$ cat config.mk
export PLATFORM = sky130hd
export DESIGN_NAME = lfsr_sample_source
export DESIGN_NICKNAME = d
export VERILOG_FILES = /design/src/rtl/lfsr_sample_source_pkg.sv /design/src/rtl/lfsr_galois.sv /design/src/rtl/lfsr_sample_source.sv
export SDC_FILE = /design/constraint.sdc
export NUM_CORES = 1
export LEC_CHECK = 0
export CORE_ASPECT_RATIO = 0.5
export CORE_MARGIN = 3
export CORE_UTILIZATION = 46
export DETAILED_ROUTE_END_ITERATION = 8
export PLACE_DENSITY = 0.77
export REMOVE_ABC_BUFFERS = 1
export SYNTH_ARGS = -nofsm -noshare
export SYNTH_HDL_FRONTEND = slang
export SYNTH_SLANG_ARGS = --single-unit
export TNS_END_PERCENT = 20
$ cat constraint.sdc
create_clock -name i_clk -period 3.15 [get_ports i_clk]
set_clock_uncertainty 0.05 [all_clocks]
set_input_delay 0.315 -clock i_clk [delete_from_list [all_inputs] [get_ports i_clk]]
set_output_delay 0.315 -clock i_clk [all_outputs]
set_load 0.05 [all_outputs]
$ cat src/rtl/lfsr_sample_source_pkg.sv
// lfsr_sample_source_pkg: shared state encodings and default LFSR constants for the sample source.
package lfsr_sample_source_pkg;
  typedef enum logic [1:0] {
    IDLE  = 2'd0,
    LOAD  = 2'd1,
    SHIFT = 2'd2,
    DONE  = 2'd3
  } state_e;
  localparam logic [15:0] LFSR_TAPS_DEFAULT = 16'hB400;
  localparam logic [15:0] LFSR_SEED_DEFAULT = 16'hACE1;
endpackage

$ cat src/rtl/lfsr_galois.sv
// lfsr_galois: Galois LFSR that advances one step per i_step; SEED must be nonzero.
module lfsr_galois #(
  parameter int WIDTH = 16,
  parameter logic [WIDTH-1:0] TAPS = 16'hB400,
  parameter logic [WIDTH-1:0] SEED = 16'hACE1
) (
  input  logic             i_clk,
  input  logic             i_rst_n,
  input  logic             i_step,
  output logic [WIDTH-1:0] ov_state
);
  logic [WIDTH-1:0] state_q, state_d;
  always_comb state_d = i_step ? ((state_q >> 1) ^ (state_q[0] ? TAPS : '0)) : state_q;
  always_ff @(posedge i_clk or negedge i_rst_n)
    if (!i_rst_n) state_q <= SEED;
    else          state_q <= state_d;
  assign ov_state = state_q;
endmodule

$ cat src/rtl/lfsr_sample_source.sv
// lfsr_sample_source: streams LFSR words MSB-first over a valid/ready serial link.
module lfsr_sample_source
  import lfsr_sample_source_pkg::*;
#(
  parameter int DATA_WIDTH = 16,
  parameter int COUNT_WIDTH = 16,
  parameter logic [DATA_WIDTH-1:0] LFSR_TAPS = LFSR_TAPS_DEFAULT,
  parameter logic [DATA_WIDTH-1:0] LFSR_SEED = LFSR_SEED_DEFAULT
) (
  input  logic                   i_clk,
  input  logic                   i_rst_n,
  input  logic                   i_en,
  input  logic                   i_start,
  input  logic [COUNT_WIDTH-1:0] iv_num_words,
  input  logic                   i_ready,
  output logic                   o_dout,
  output logic                   o_dout_valid,
  output logic                   o_busy,
  output logic                   o_done,
  output logic [COUNT_WIDTH-1:0] ov_words_sent
);
  localparam int BW = $clog2(DATA_WIDTH);
  state_e                 state_q, state_d;
  logic [DATA_WIDTH-1:0]  shift_q, shift_d, lfsr_state;
  logic [BW-1:0]          bit_cnt_q, bit_cnt_d;
  logic [COUNT_WIDTH-1:0] words_q, words_d, num_q, num_d, words_inc;
  logic                   busy_q, busy_d, done_q, done_d, lfsr_step;

  lfsr_galois #(.WIDTH(DATA_WIDTH), .TAPS(LFSR_TAPS), .SEED(LFSR_SEED)) u_lfsr (
    .i_clk    (i_clk),
    .i_rst_n  (i_rst_n),
    .i_step   (lfsr_step),
    .ov_state (lfsr_state)
  );

  assign words_inc = words_q + COUNT_WIDTH'(1);

  always_comb begin
    state_d   = state_q;
    shift_d   = shift_q;
    bit_cnt_d = bit_cnt_q;
    words_d   = words_q;
    num_d     = num_q;
    lfsr_step = 1'b0;
    if (i_en)
      case (state_q)
        IDLE: if (i_start) begin
          words_d = '0;
          num_d   = iv_num_words;
          state_d = (iv_num_words == '0) ? DONE : LOAD;
        end
        LOAD: begin
          shift_d   = lfsr_state;
          lfsr_step = 1'b1;
          bit_cnt_d = '0;
          state_d   = SHIFT;
        end
        SHIFT: if (i_ready) begin
          shift_d   = {shift_q[DATA_WIDTH-2:0], 1'b0};
          bit_cnt_d = bit_cnt_q + BW'(1);
          if (bit_cnt_q == BW'(DATA_WIDTH - 1)) begin
            words_d = words_inc;
            state_d = (words_inc == num_q) ? DONE : LOAD;
          end
        end
        default: state_d = IDLE;
      endcase
    busy_d = (state_d != IDLE);
    done_d = (state_d == DONE);
  end

  always_ff @(posedge i_clk or negedge i_rst_n)
    if (!i_rst_n) begin
      state_q   <= IDLE;
      shift_q   <= '0;
      bit_cnt_q <= '0;
      words_q   <= '0;
      num_q     <= '0;
      busy_q    <= 1'b0;
      done_q    <= 1'b0;
    end else begin
      state_q   <= state_d;
      shift_q   <= shift_d;
      bit_cnt_q <= bit_cnt_d;
      words_q   <= words_d;
      num_q     <= num_d;
      busy_q    <= busy_d;
      done_q    <= done_d;
    end

  // Valid is the only combinational output so that i_en can stall the link in the same cycle.
  assign o_dout_valid  = (state_q == SHIFT) && i_en;
  assign o_dout        = shift_q[DATA_WIDTH-1];
  assign o_busy        = busy_q;
  assign o_done        = done_q;
  assign ov_words_sent = words_q;
endmodule

==> flow_metrics.tcl, run 1 <==
set metrics [dict create \
    status "finished clean" \
    ios 41 \
    clock_latency_ns 0.34 \
    cts_hold_buf 0 \
    rsz0062_at_grt "false" \
    antenna_cells 0 \
    setup_ws_ns 0.449 \
    synth_edf_count 0 \
    die_area_um2 9350 \
    cts_tree "built" \
    fin_nets 448 \
    yosysSeqAreaShare_pct 48.3 \
    hpwl_um 5610 \
    ant_nets 0 \
    grt_antenna_before_repair 0 \
    cts_made_buffers 9 \
    crit_fanout 9 \
    place_area_um2 4210 \
    path_delay_family "simple AND/OR/NAND/NOR gates" \
    grt_pass1_wl_um 13800 \
    via_per_inst 5.47 \
    cts_root_buf "clkbuf_16" \
    fin_area_um2 4530 \
    hold_violations 0 \
    setup_viol 0 \
    coreArea_um2 7620 \
    drt-wirelength-per-cell_um 15.2 \
    end_kind "register" \
    drt-initial-drc-count 258 \
    tightest_slew_ns 0.876 \
    cts_setup_buffers 0 \
    post-place-ws_ns 0.523 \
    drc 0 \
    yosysWarnings 0 \
    vias 2944 \
    ys_ff_latch 72 \
    ys_types 50 \
    finalCritPeriodShare_pct 85.7 \
    critical_path_arrival_ns 2.89 \
    worstPathRequired_ns 3.34 \
    async_reset_ff_share_pct 100 \
    totalWireLength_um 8200 \
    maxCapViolations 0 \
    syn_avg_cell_area_um2 9.58 \
    r2r_cells 7 \
    irDropWorstVdd_uv 329 \
    synth_flop_cell "dfrtp_1" \
    cts_resized 0 \
    critical_path.cell_chain "ha_1 > nand3_1 > nor3_1 > mux2_2 > nor4_1 > o2111ai_1 > o31ai_1" \
    cts.sinks 72 \
    final_common_cell "nand2_1" \
    powerDensity_nw_per_um2 735 \
    numPortBuffers 40 \
    period_needed_ns 2.70 \
    hold_class "input port to async pin" \
    slew_violations 0 \
    clkTransAtPathRegs_ns 0.06 \
    maxSlewHeadroom_pct 41.6 \
    critPathLaunchType "register" \
    fp.dieW_um 134 \
    globalplace.congestion 0.958 \
    htree_num_levels 3 \
    max_stage_delay_ns 0.49 \
    drive_gt1_share_pct 12.8 \
    track_usage_pct 18.6 \
    gr-total-overflow 0 \
    grt_max_degree 39 \
    final_cell_mix "nand2_1, dfrtp_1, o21ai_0" \
    postSynthCellCount 392 \
    max_freq_mhz 370 \
    row_count 22 \
    path_depth 7 \
    tns_ns 0 \
    syn_area_um2 3750 \
    crit_slowest_cell "dfrtp_1" \
    leakage_nw 1.91 \
    start_util_pct 49.2 \
    syn_to_final_growth_pct 20.7 \
    cts_buffer_depth 2 \
    path_class "register to register" \
    first_pass_iters 4 \
    p_total_mw 3.33 \
    die_height_um 69.9 \
    grt_pass1_vias 2859 \
    critical_path_buf_inv_count 0 \
]
==> synthesized netlist by cell type, drive strengths merged, types with 2 or more instances <==
library cell,instances,area (um^2)
nand2,81,304
dfrtp,64,1600
o21ai,48,240
nor2,18,67.6
xnor2,18,158
clkbuf,17,65.1
nand3,16,97.6
mux2i,15,150
mux2,14,158
o31ai,14,110
nor4,10,68.8
dfstp,8,210
buf,7,65.1
xor2,7,61.3
nor2b,6,37.5
or3,5,32.5
and2,4,25.0
and3,4,26.3
inv,4,15.0
nand2b,4,25.0
nand4,3,25.0
a21oi,2,10.0
a32o,2,20.0
ha,2,25.0
nor3,2,10.0
o41ai,2,17.5
or4,2,15.0
==> final timing paths <==
path / slack [ns] / endpoint / from
worst max-delay path: 0.45 / state_q[1] / ov_words_sent[0]
worst min-delay path: 0.04 / ov_words_sent[11] / i_rst_n
worst max register to register: 0.45 / state_q[1] / ov_words_sent[0]
worst min register to register: 0.41 / u_lfsr.ov_state[6] / u_lfsr.ov_state[7]
max in group asynchronous: 2.26 / u_lfsr.ov_state[5] / i_rst_n
min in group i_clk: 0.41 / u_lfsr.ov_state[6] / u_lfsr.ov_state[7]
==> where the power goes <==
group | internal, mW | switching [mW] | total (mW)
combinational | 0.429 | 0.499 | 0.928
sequential | 1.15 | 0.189 | 1.34
clock | 0.661 | 0.400 | 1.06
total | 2.24 | 1.09 | 3.33
==> cells by family after synthesis <==
logic type | count (synthesis) | synth area share [%]
AO/OA/AOI/OAI | 78 | 13.0
XOR/XNOR | 25 | 5.83
adder cells (fa/ha/maj) | 2 | 0.667
buffers and inverters | 28 | 3.87
flip-flops | 72 | 48.3
multiplexers | 29 | 8.20
AND/OR/NAND/NOR | 158 | 20.2
==> sequential cells by signal, summed over array words and instances, names as in the netlist <==
signal,flops
u_lfsr.ov_state,16
o_done,1
num_q,16
shift_q,16
o_busy,1
state_q,2
bit_cnt_q,4
ov_words_sent,16
==> layout make-up <==
cell class	count	area, um^2
Sequential cell	72	1810
Multi-Input combinational cell	292	1800
Timing Repair Buffer	46	453
Tap cell	108	135
Clock buffer	11	253
Clock inverter	5	63.8
Fill cell	651	3090
Inverter	4	15.0
==> metrics by stage <==
| stage | hold slack, ns | std cells | util (%) |
|---|---|---|---|
| 6_report | 0.0432 | 538 | 59.4 |
| 5_1_grt | 0.116 | 538 | 59.4 |
| 4_1_cts | 0.0721 | 538 | 59.4 |
| 3_5_place_dp | 0.405 | 522 | 55.3 |
| 3_3_place_gp | 0.406 | 522 | 55.3 |
| 2_1_floorplan | -0.0306 | 368 | - |
==> routing by layer <==
metal  vias to the layer above  wire [um]  global-route usage [%]
li1                       1444          -                       -
met1                      1429       3690                    23.2
met2                        59       3930                    29.6
met3                        12        448                    6.91
met4                         0        122                    6.84
met5                         -          0                       0
(Power assumes the default switching activity.)
==> run 2, diff against run 1 <==
--- a/config.mk
+++ b/config.mk
@@ -5,6 +5,8 @@
 export SDC_FILE = /design/constraint.sdc
 export NUM_CORES = 1
 export LEC_CHECK = 0
+export ABC_AREA = 1
+export CAP_MARGIN = 30
 export CORE_ASPECT_RATIO = 0.5
 export CORE_MARGIN = 3
 export CORE_UTILIZATION = 46
==> flow_metrics.tcl, run 2 <==
set metrics [dict create \
    status "finished clean" \
    synth_area_leaders "dfrtp_1, nand2_1, inv_1, dfstp_2, o21ai_0" \
    hold_violations 0 \
    first_pass_iters 4 \
    antenna_cells 0 \
    clock_latency_ns 0.33 \
    ys_ff_latch 72 \
    tightest_slew_ns 1.02 \
    syn_avg_cell_area_um2 7.74 \
    critical_path_arrival_ns 1.98 \
    fin_area_um2 4660 \
    syn_area_um2 3800 \
    irDropWorstVdd_uv 319 \
    row_count 22 \
    fp.dieW_um 135 \
    die_height_um 70.3 \
    grt_pass1_wl_um 14400 \
    start_util_pct 49.7 \
    totalWireLength_um 8420 \
    slew_violations 0 \
    maxSlewHeadroom_pct 32.3 \
    clkPwrFrac_pct 29.1 \
    max_freq_mhz 426 \
    yosysMostFrequentCell "nand2_1" \
    cts_root_buf "clkbuf_16" \
    drc 0 \
    end_kind "output port" \
    hpwl_um 5960 \
    globalplace.congestion 0.897 \
    yosysWarnings 0 \
    vias 3337 \
    internal_power_mw 2.41 \
    cts_buffer_depth 2 \
    place_area_um2 4330 \
    leakage_nw 2.14 \
    crit_fanout 5 \
    synth_flop_cell "dfrtp_1" \
    synth_common_cells "nand2_1, inv_1, dfrtp_1" \
    gr-total-overflow 0 \
    fin_hold_ws_ns 0.351 \
    p_total_mw 3.74 \
    syn_to_final_growth_pct 22.8 \
    critPathLaunchType "register" \
    cts.sinks 72 \
    via_per_inst 5.13 \
    synth.largest_area_cell "dfrtp_1" \
    cts_resized 0 \
    worstPathRequired_ns 2.78 \
    grt_pass1_vias 3119 \
    hold_class "input port to async pin" \
    yosysSeqAreaShare_pct 47.7 \
    async_reset_ff_share_pct 100 \
    rsz0062_at_grt "false" \
    period_needed_ns 2.35 \
    yosys.area.top_type_share_pct 42.1 \
    postSynthCellCount 491 \
    seqPwrFrac_pct 40.1 \
    ios 41 \
    numPortBuffers 40 \
    fin_nets 560 \
    drt-initial-drc-count 254 \
    clkTransAtPathRegs_ns 0.06 \
    grt_antenna_before_repair 0 \
    track_usage_pct 19.1 \
    ant_nets 0 \
    die_area_um2 9450 \
    powerDensity_nw_per_um2 802 \
    htree_num_levels 3 \
    path_class "register to output port" \
    final_cell_mix "nand2_1, inv_1, dfrtp_1" \
    coreArea_um2 7650 \
    setup_viol 0 \
    drt-wirelength-per-cell_um 13.0 \
    cts_tree "built" \
    cts_made_buffers 9 \
    comb_power_share_pct 30.8 \
    final_common_cell "nand2_1" \
    synth_edf_count 0 \
    grt_max_degree 37 \
    finalCritPeriodShare_pct 74.5 \
    power_switching_mw 1.33 \
    p_sw_share_pct 35.5 \
    ys_types 37 \
    maxCapViolations 0 \
    drive_gt1_share_pct 8.67 \
    tns_ns 0 \
]
==> run 2: cell count changes after synthesis, moves of 13 or more <==
| cell | delta |
|---|---|
| nand2_1 | +72 |
| inv_1 | +68 |
| nand3_1 | +17 |
| xnor2_1 | -16 |
| mux2i_1 | -15 |
| o211ai_1 | +14 |
| mux2_2 | -13 |
==> run 2: repair_timing <==
item                      4_1_cts  5_1_grt
hold buffers                    1        0
buffers inserted                0        0
hold endpoints to repair       11        0
==> run 2: layer usage <==
layer | vias to the layer above | track usage, % | share of wire (%)
met1 | 1558 | 25.5 | 48
met4 | 0 | 5.08 | 0.88
met2 | 67 | 30.0 | 47
li1 | 1705 | - | -
met3 | 7 | 6.26 | 4.3
met5 | - | 0 | 0
==> run 2: power by group through the flow <==
stage	Combinational, mW	Clock [mW]	Sequential [mW]
after floorplan	0.733	0	1.57
after global placement	1.12	0	1.50
after detailed placement	1.15	0	1.51
after CTS	1.16	1.11	1.50
after global routing	1.32	1.15	1.54
final	1.15	1.09	1.50
==> run 2: path summary, 6_finish.rpt <==
kind                                     from  cells after the start            endpoint  slack (ns)
hold / removal                        i_rst_n                      2          shift_q[6]        0.35
max in group asynchronous             i_rst_n                      3    ov_words_sent[5]        1.95
setup reg to reg             ov_words_sent[0]                     15              o_done        0.94
min in group i_clk         u_lfsr.ov_state[7]                      2  u_lfsr.ov_state[7]        0.43
setup / recovery                   state_q[1]                      5        o_dout_valid        0.80
hold reg to reg            u_lfsr.ov_state[7]                      2  u_lfsr.ov_state[7]        0.43
==> run 2: stage by stage <==
stage	worst slack, ns	util [%]	std cells
2_1_floorplan	0.802	-	478
3_3_place_gp	0.826	56.6	633
3_5_place_dp	0.800	56.6	633
4_1_cts	0.787	61.0	650
5_1_grt	0.665	61.0	650
6_report	0.802	61.0	650
==> run 2: cells by family after synthesis <==
kind of cell / share of synthesized area, %
simple gates: 28.8
buf+inv: 8.43
compound gates: 12.6
flops: 47.7
xor+xnor: 1.51
fa+ha+maj: 0.658
mux: 0.296
==> run 2: final cells by class <==
class | instances | area [um^2]
sequential | 72 | 1810
inverter | 72 | 270
clock inverter | 6 | 92.6
clock buffer | 10 | 229
tap | 108 | 135
multi-input combinational | 334 | 1670
timing repair buffer | 48 | 458
fill | 676 | 2990
==> run 2: critical path, cell delays in order (launching register included) <==
cell,delay [ns]
dfrtp_1,0.41
inv_1,0.10
nor2_4,0.09
inv_1,0.08
nor2_1,0.14
clkdlybuf4s50_1,0.82
==> run 3, diff against run 2 <==
--- a/config.mk
+++ b/config.mk
@@ -11,7 +11,7 @@
 export CORE_MARGIN = 3
 export CORE_UTILIZATION = 46
 export DETAILED_ROUTE_END_ITERATION = 8
-export PLACE_DENSITY = 0.77
+export PLACE_DENSITY = 0.8
 export REMOVE_ABC_BUFFERS = 1
 export SYNTH_ARGS = -nofsm -noshare
 export SYNTH_HDL_FRONTEND = slang
==> constraint.sdc (replaced) <==
create_clock -name i_clk -period 1.89 [get_ports i_clk]
set_clock_uncertainty 0.05 [all_clocks]
set_input_delay 0.189 -clock i_clk [delete_from_list [all_inputs] [get_ports i_clk]]
set_output_delay 0.189 -clock i_clk [all_outputs]
set_load 0.05 [all_outputs]
==> flow_metrics.tcl, run 3 (synthesis results as in run 2) <==
set metrics [dict create \
    leakage_nw 2.39 \
    clock_latency_ns 0.34 \
    fin_nets 594 \
    setup_ws_ns -0.230 \
    cts.sinks 72 \
    row_count 22 \
    maxCapViolations 0 \
    worstPathRequired_ns 2.11 \
    fillers 572 \
    grt_pass1_vias 3442 \
    rrSetupSlack_ns -0.23 \
    max_stage_delay_ns 0.41 \
    track_usage_pct 20.1 \
    slew_violations 0 \
    instances_no_fill 684 \
    cts_buffer_depth 2 \
    drt-initial-drc-count 424 \
    globalplace.congestion 0.897 \
    coreArea_um2 7650 \
    antenna_cells 0 \
    cts_root_buf "clkbuf_16" \
    rsz0062_at_grt "true" \
    end_kind "register" \
    clkTransAtPathRegs_ns 0.06 \
    max_freq_mhz 472 \
    fp.dieW_um 135 \
    crit_fanout 7 \
    crit_slowest_cell "dfrtp_1" \
    die_area_um2 9450 \
    drive_gt1_share_pct 19.8 \
    via_per_inst 5.34 \
    htree_num_levels 3 \
    vias 3654 \
    cts_tree "built" \
    fin_area_um2 5070 \
    hpwl_um 6210 \
    cts_made_buffers 9 \
    final_util_pct 66.2 \
    drc 0 \
    hold_class "input port to async pin" \
    violations "setup timing" \
    final_cell_mix "nand2_1, inv_1, dfrtp_1" \
    maxSlewHeadroom_pct 65.8 \
    critical_path_arrival_ns 2.34 \
    ant_nets 0 \
    irDropWorstVdd_uv 620 \
    die_height_um 70.3 \
    gr-total-overflow 0 \
    dp_cells 655 \
    syn_to_final_growth_pct 33.3 \
    first_pass_iters 5 \
    hold_violations 0 \
    ios 41 \
    drt-wirelength-per-cell_um 13.9 \
    r2r_cells 15 \
    grt_pass1_wl_um 15400 \
    r2r_start "ov_words_sent[1]" \
    final_common_cell "nand2_1" \
    grt_max_degree 73 \
    finalCritPeriodShare_pct 112 \
    status "finished with violations" \
    path_class "register to register" \
    start_util_pct 49.7 \
    place_area_um2 4510 \
    tightest_slew_ns 0.512 \
    period_needed_ns 2.12 \
    post-place-ws_ns -0.115 \
    powerDensity_nw_per_um2 1270 \
    critical_path.cell_chain "ha_4 > nand2_2 > nor2_4 > buf_6 > buf_4 > nand3_2 > nand3b_1 > nand3_1 > nor2_1 > nand3_1 > nand2_1 > nand2_1 > nand2_1 > nand2_2 > a21oi_2" \
    p_total_mw 6.42 \
    path_common_cell "nand2_1" \
    totalWireLength_um 9520 \
    worstReg2RegEnd "o_done" \
    critPathLaunchType "register" \
    numPortBuffers 40 \
    grt_antenna_before_repair 0 \
    setup_viol 3 \
]
## run 3: cell count changes in the layout (fill, tap and decap cells not counted), sizes merged
cell / delta
clkinv: -1
inv: -1
clkbuf: +3
dlygate4sd2: +1
bufinv: -1
buf: +41
dlymetal6s2s: +2
clkinvlp: +1
clkdlybuf4s50: -11
## run 3: routing by layer
metal  up-vias  track usage (%)  wire length, um
li1       1763                -                -
met1      1743             25.8             4100
met2       125             33.3             4770
met3        23             5.40              483
met4         0             6.66              171
met5         -                0                0
## run 3: critical path: cells and delay by family, from the launching register on
| kind | cells | cell delay [ns] |
|---|---|---|
| AO/OA/AOI/OAI | 1 | 0.13 |
| adder cells (fa/ha/maj) | 1 | 0.18 |
| buffers and inverters | 2 | 0.25 |
| flip-flops | 1 | 0.41 |
| AND/OR/NAND/NOR | 11 | 1.04 |
## run 3: per-stage QoR
step                TNS [ns]  hold WS (ns)
floorplan              -4.94        -0.157
global placement      -0.175         0.192
detailed placement    -0.265         0.202
CTS                   -0.166         0.372
global route           -1.32         0.408
finish                -0.572         0.352
## run 3: worst max-delay path by stage
stage	slack, ns	cells after the start	startpoint	to
floorplan	-0.46	9	state_q[1]	bit_cnt_q[2]
global placement	-0.08	16	ov_words_sent[0]	o_done
detailed placement	-0.11	16	ov_words_sent[0]	o_done
CTS	-0.08	16	ov_words_sent[0]	o_done
global route	-0.42	15	ov_words_sent[0]	o_done
finish	-0.23	15	ov_words_sent[1]	o_done
## run 3: cell type report
| type | count | area, um^2 | share of cell area [%] |
|---|---|---|---|
| well taps | 108 | 135 | 2.67 |
| multi-input cells | 334 | 1800 | 35.6 |
| repair buffers | 82 | 737 | 14.5 |
| inverters | 72 | 270 | 5.33 |
| clock buffers | 12 | 256 | 5.06 |
| flip-flops and latches | 72 | 1810 | 35.8 |
| clock inverters | 4 | 52.6 | 1.04 |
## run 3: what timing repair did
item                       4_1_cts  5_1_grt
hold endpoints to repair        64        0
hold buffers                     1        0
pin swaps                        2       24
setup endpoints to repair        4       21
gates cloned                     0        1
gates resized for setup          6       37
setup buffers                    1       10
## run 3: power breakdown
| group | switching [mW] | internal, mW | leakage, nW |
|---|---|---|---|
| registers | 0.374 | 2.13 | 0.917 |
| clock network | 0.637 | 1.09 | 0.141 |
| logic | 1.32 | 0.861 | 1.33 |
| total | 2.33 | 4.09 | 2.39 |
